===== config.mk =====
export PLATFORM = sky130hd
export DESIGN_NAME = pc_fetch_ctrl
export DESIGN_NICKNAME = d
export VERILOG_FILES = /design/src/rtl/fetch_pkg.sv /design/src/rtl/pc_next_sel.sv /design/src/rtl/pc_fetch_ctrl.sv
export SDC_FILE = /design/constraint.sdc
export NUM_CORES = 1
export LEC_CHECK = 0
export CAP_MARGIN = 15
export CORE_MARGIN = 8
export CORE_UTILIZATION = 25
export CTS_BUF_LIST = sky130_fd_sc_hd__clkbuf_8 sky130_fd_sc_hd__clkbuf_16
export DETAILED_ROUTE_END_ITERATION = 16
export PLACE_DENSITY_LB_ADDON = 0.2
export SLEW_MARGIN = 15
export SYNTH_ARGS = -nofsm -noshare
export SYNTH_HDL_FRONTEND = slang
export SYNTH_HIERARCHICAL = 1
export SYNTH_SLANG_ARGS = --single-unit

===== constraint.sdc =====
create_clock -name clk -period 2.1 [get_ports clk]
set_input_delay 0.315 -clock clk [delete_from_list [all_inputs] [get_ports clk]]
set_output_delay 0.315 -clock clk [all_outputs]
set_load 0.05 [all_outputs]

===== src/rtl/fetch_pkg.sv =====
// Shared types and constants for the instruction-fetch sequencer.
package fetch_pkg;

    typedef enum logic [1:0] {
        IDLE = 2'd0,
        REQ  = 2'd1,
        WAIT = 2'd2,
        DROP = 2'd3
    } fetch_state_t;

    localparam logic [31:0] INSTR_NOP = 32'h0000_0013;
    localparam logic [31:0] PC_INC    = 32'd4;

endpackage


===== src/rtl/pc_next_sel.sv =====
// Next-PC priority select: rst > redirect > response increment > hold.
// PC_ALIGN_CHECK_EN enables the misaligned-redirect flag; otherwise it stays 0.
module pc_next_sel
    import fetch_pkg::*;
#(
    parameter int          XLEN     = 32,
    parameter logic [31:0] RESET_PC = 32'h0000_0000
) (
    input  logic [XLEN-1:0] cur_pc,
    input  logic [XLEN-1:0] base_pc,
    input  logic            rst,
    input  logic            redirect,
    input  logic [XLEN-1:0] target,
    input  logic            inc_en,
    output logic [XLEN-1:0] pc_next,
    output logic            misalign
);

`ifdef PC_ALIGN_CHECK_EN
    localparam logic CHECK_EN = 1'b1;
`else
    localparam logic CHECK_EN = 1'b0;
`endif

    always_comb begin
        pc_next  = cur_pc;
        misalign = 1'b0;
        if (rst) begin
            pc_next = RESET_PC;
        end else if (redirect) begin
            // Low bits are always masked; the flag only reports that they were set.
            pc_next  = {target[XLEN-1:2], 2'b00};
            misalign = CHECK_EN & (|target[1:0]);
        end else if (inc_en) begin
            pc_next = base_pc + PC_INC;
        end
    end

endmodule


===== src/rtl/pc_fetch_ctrl.sv =====
// Instruction-fetch sequencer: owns the PC, runs the imem req/gnt/rvalid handshake
// and holds one instruction for decode. Optional macro: PC_ALIGN_CHECK_EN.
//
// state | meaning
// IDLE  | one cycle after reset before the first request
// REQ   | request presented (or waiting for buffer space)
// WAIT  | granted, waiting for the response
// DROP  | a redirect orphaned an in-flight response; discard it
module pc_fetch_ctrl
    import fetch_pkg::*;
#(
    parameter logic [31:0] RESET_PC = 32'h0000_0000,
    parameter int          XLEN     = 32
) (
    input  logic            clk,
    input  logic            rst,
    input  logic            stall_i,
    input  logic            redirect_i,
    input  logic [XLEN-1:0] redirect_target_i,
    output logic            imem_req_o,
    output logic [XLEN-1:0] imem_addr_o,
    input  logic            imem_gnt_i,
    input  logic            imem_rvalid_i,
    input  logic [XLEN-1:0] imem_rdata_i,
    output logic            instr_valid_o,
    output logic [XLEN-1:0] instr_o,
    output logic [XLEN-1:0] instr_pc_o,
    output logic            misaligned_o
);

    fetch_state_t    state, state_next;
    logic [XLEN-1:0] pc, pc_next;
    logic [XLEN-1:0] inflight_pc, inflight_next;
    logic            req_pending, pending_next;
    logic            buf_valid;
    logic [XLEN-1:0] buf_instr, buf_pc;
    logic            misaligned_q, misalign_next;
    logic            consume, req, load, inc_en;

    pc_next_sel #(
        .XLEN     (XLEN),
        .RESET_PC (RESET_PC)
    ) u_pc_next_sel (
        .cur_pc   (pc),
        .base_pc  (inflight_pc),
        .rst      (rst),
        .redirect (redirect_i),
        .target   (redirect_target_i),
        .inc_en   (inc_en),
        .pc_next  (pc_next),
        .misalign (misalign_next)
    );

    always_comb begin
        consume       = buf_valid & ~stall_i;
        req           = (state == REQ) & (req_pending | ~buf_valid | consume);
        load          = (state == WAIT) & imem_rvalid_i & ~redirect_i;
        inc_en        = (state == WAIT) & imem_rvalid_i;
        state_next    = state;
        pending_next  = req_pending;
        inflight_next = inflight_pc;
        case (state)
            IDLE: state_next = REQ;
            REQ: begin
                if (req && imem_gnt_i) begin
                    inflight_next = pc;
                    pending_next  = 1'b0;
                    state_next    = redirect_i ? DROP : WAIT;
                end else if (redirect_i) begin
                    pending_next = 1'b0;
                end else if (req) begin
                    // Once raised, the request stays up until granted or redirected.
                    pending_next = 1'b1;
                end
            end
            WAIT: begin
                if (imem_rvalid_i) begin
                    state_next = REQ;
                end else if (redirect_i) begin
                    state_next = DROP;
                end
            end
            DROP: begin
                if (imem_rvalid_i) begin
                    state_next = REQ;
                end
            end
            default: state_next = IDLE;
        endcase
    end

    always_ff @(posedge clk) begin
        pc           <= pc_next;
        misaligned_q <= misalign_next;
        if (rst) begin
            state       <= IDLE;
            req_pending <= 1'b0;
            inflight_pc <= '0;
            buf_valid   <= 1'b0;
            buf_instr   <= INSTR_NOP;
            buf_pc      <= '0;
        end else begin
            state       <= state_next;
            req_pending <= pending_next;
            inflight_pc <= inflight_next;
            if (redirect_i) begin
                buf_valid <= 1'b0;
            end else if (load) begin
                buf_valid <= 1'b1;
                buf_instr <= imem_rdata_i;
                buf_pc    <= inflight_pc;
            end else if (consume) begin
                buf_valid <= 1'b0;
            end
        end
    end

    assign imem_req_o    = req;
    assign imem_addr_o   = pc;
    assign instr_valid_o = buf_valid;
    assign instr_o       = buf_instr;
    assign instr_pc_o    = buf_pc;
    assign misaligned_o  = misaligned_q;

endmodule

==> results.sh <==
export IMPL_cts_path_max_buffers=2
export IMPL_clock_skew_ps=6.700
export IMPL_grt_setup_unrepaired="no"
export IMPL_antenna_left=0
export IMPL_reg2reg_to="imem_addr_o[20]"
export IMPL_cpPeakStageDelay_ps=840
export IMPL_syn2layout_area_growth_pct=51.13
export IMPL_async_reset_ff_frac=0
export IMPL_dp_hpwl_um=12930
export IMPL_synth_compound_area_frac=0.1767
export IMPL_status="completed"
export IMPL_yosys_warnings=6
export IMPL_finish_cell_count_without_fillers=1142
export IMPL_synth_area_um2=5430
export IMPL_worstPathMaxFanout=3
export IMPL_drv_slew=0
export IMPL_start_kind="register"
export IMPL_synthMuxAreaShare=0.005530
export IMPL_synth_xor_area_frac=0.04032
export IMPL_p_leak_nw=2.812
export IMPL_synth_fp_nets=748
export IMPL_required_ps=1780
export IMPL_track_usage=0.1412
export IMPL_end_kind="output pin"
export IMPL_reg2reg_slack_ps=160
export IMPL_yosys_top_cells_area="dfxtp_1, nand2_1, a21oi_1, xnor2_1, nor2_1"
export IMPL_grt_pass1_wl_um=29420
export IMPL_p_per_area_nw_per_um2=872.0
export IMPL_synthCells=674
export IMPL_diodes=0
export IMPL_setup_viol=0
export IMPL_gp_congestion=0.7670
export IMPL_cts_hold_fix_buffers=0
export IMPL_critPathSlowestCell="clkdlybuf4s50_1"
export IMPL_synth_edff_count=0
export IMPL_grt_pass1_vias=5225
export IMPL_drive_above_1_share=0.09049
export IMPL_synth_largest_area_cell="dfxtp_1"
export IMPL_min_from="rst"
export IMPL_clock_fmax_mhz=499.9
export IMPL_synth_fa_ha_area_frac=0.009217
export IMPL_viasPerCell=4.566
export IMPL_slew_headroom=0.6012
export IMPL_wl_per_cell_um=16.36
export IMPL_cts_root_buf="clkbuf_16"
export IMPL_ff2ff_path_depth=7
export IMPL_cts_sinks=133
export IMPL_r2r_start="inflight_pc[2]"
export IMPL_die_h_um=163.4
export IMPL_synth_simple_gate_area_frac=0.2359
export IMPL_die_area_um2=26690
export IMPL_firstDrtPassIters=4
export IMPL_grt_ovfl_total=0
export IMPL_io_buffers=166
export IMPL_hold_depth=2
export IMPL_cts_buffers=17
export IMPL_min_period_ps=2001
export IMPL_critical_path_class="reg2out"
export IMPL_num_rows=54
export IMPL_final_period_utilization=0.9526
export IMPL_ys_seq_elements=133
export IMPL_initial_utilization=0.2519
export IMPL_cts_max_level=4
export IMPL_ys_top_cells_by_count="nand2_1, dfxtp_1, a21oi_1"
export IMPL_dp_cells=1110
export IMPL_nets=923
export IMPL_path_cells="clkdlybuf4s50_1"
export IMPL_pin_count=169
export IMPL_worst_pin_slew_ps=595.9
export IMPL_ys_types=51
export IMPL_clk_pin_slew_ps=60
export IMPL_worstHoldPathType="in2reg"
export IMPL_cap_violations=0
export IMPL_cts_tree="yes"
export IMPL_synth_top_family_by_area="simple AND/OR/NAND/NOR gates"
export IMPL_vias=5214
export IMPL_synth_ff_type="dfxtp_1"
export IMPL_crit_arrival_ps=1690
export IMPL_routed_wl_um=18690
export IMPL_yosysSeqAreaShare=0.4903
export IMPL_cp_buffers_inverters=1
export IMPL_cpLargestDelayFamily="buffers and inverters"
export IMPL_yosys_area_top_type_share=0.4903
export IMPL_insertion_delay_ps=420
export IMPL_antenna_found_initial=0
export IMPL_worstHoldEndpoint="imem_addr_o[7]"
export IMPL_grt_max_degree=73
export IMPL_drt_iter0_drc=318
export IMPL_die_w_um=163.4
export IMPL_finalHoldViolations=0
export IMPL_fin_tns_setup_ps=0
export IMPL_yosysMostFrequentCell="nand2_1"
export IMPL_vdd_ir_drop_max_v=0.0004766
export IMPL_core_area_um2=21550
export IMPL_drc=0
export IMPL_syn_avg_cell_area_um2=8.057
logic make-up (layout without fill, tap and decap cells):
logic type      after synthesis  count (layout)
buf+inv                      53             241
compound gates              165             165
xor+xnor                     25              25
fa+ha+maj                     4               4
simple gates                290             290
other cells                   1               1
mux                           3               3
flops                       133             133
per-layer routing:
metal | track usage | routed length, um | vias up
li1 | - | - | 2640
met1 | 0.1828 | 9035 | 2430
met2 | 0.2186 | 8120 | 128
met3 | 0.04738 | 1343 | 16
met4 | 0.04128 | 188 | 0
met5 | 0 | 0 | -
power by group:
part | switching, W | internal, W | total, W
registers | 0.000104 | 0.00264 | 0.00274
clock network | 0.00116 | 0.00201 | 0.00317
logic | 0.000756 | 0.000488 | 0.00124
total | 0.00202 | 0.00514 | 0.00716
state kept, by name (all words and copies together) (netlist names):
name and cells:
instr_pc_o 32, state 2, inflight_pc 32, req_pending 1
instr_o 32, instr_valid_o 1, misaligned_o 1, imem_addr_o 32
what timing repair did:
item | 4_1_cts | 5_1_grt
setup endpoints to repair | 0 | 3
buffers inserted | 0 | 0
gates resized for setup | 0 | 1
final cells by class:
cell class / count / area (um2)
clock buffer: 18 / 439.2
multi-input combinational: 488 / 2557
fill: 2218 / 13350
timing repair buffer: 198 / 1972
inverter: 11 / 41.29
tap: 280 / 350.3
sequential: 133 / 2663
clock inverter: 14 / 183.9
cell usage in the layout, fill, tap and decap left out, drive strengths merged, types with 2 or more instances in the layout:
master	instances
or4	3
and2	5
clkdlybuf4s50	164
bufinv	4
xor2	8
and3	4
ha	4
a32oi	2
a222oi	2
o22ai	14
buf	34
mux2i	3
o31ai	3
clkbuf	18
nand4	9
a22oi	8
a21oi	106
nor2b	2
a211oi	13
o21ai	7
xnor2	17
nand2	208
nor3	5
nor2	31
nand3	9
clkinvlp	3
nand3b	4
nor4	4
o21a	2
clkinv	5
dfxtp	133
and4	3
inv	13
worst max path at each step:
stage | start | to | slack (ps) | cells after the start
2_1_floorplan | state[0] | imem_addr_o[12] | 320 | 10
3_3_place_gp | redirect_i | state[1] | 70 | 5
3_5_place_dp | redirect_i | state[1] | 60 | 5
4_1_cts | imem_addr_o[8] | imem_addr_o[8] | 90 | 1
5_1_grt | inflight_pc[2] | imem_addr_o[20] | 30 | 7
6_report | imem_addr_o[8] | imem_addr_o[8] | 100 | 1
metrics by stage:
step	setup WS [ps]	util	hold WS (ps)	power [W]	cell area, um2
after CTS	88.24	0.3804	273.5	0.007272	8198
after floorplan	324.8	-	393.5	0.003488	5430
final	99.45	0.3808	291.8	0.007156	8207
after detailed placement	59.07	0.3514	445.9	0.004057	7575
after global placement	73.41	0.3514	442.7	0.004055	7575
after global routing	25.20	0.3808	293.9	0.007496	8207
(Power assumes the default switching activity.)
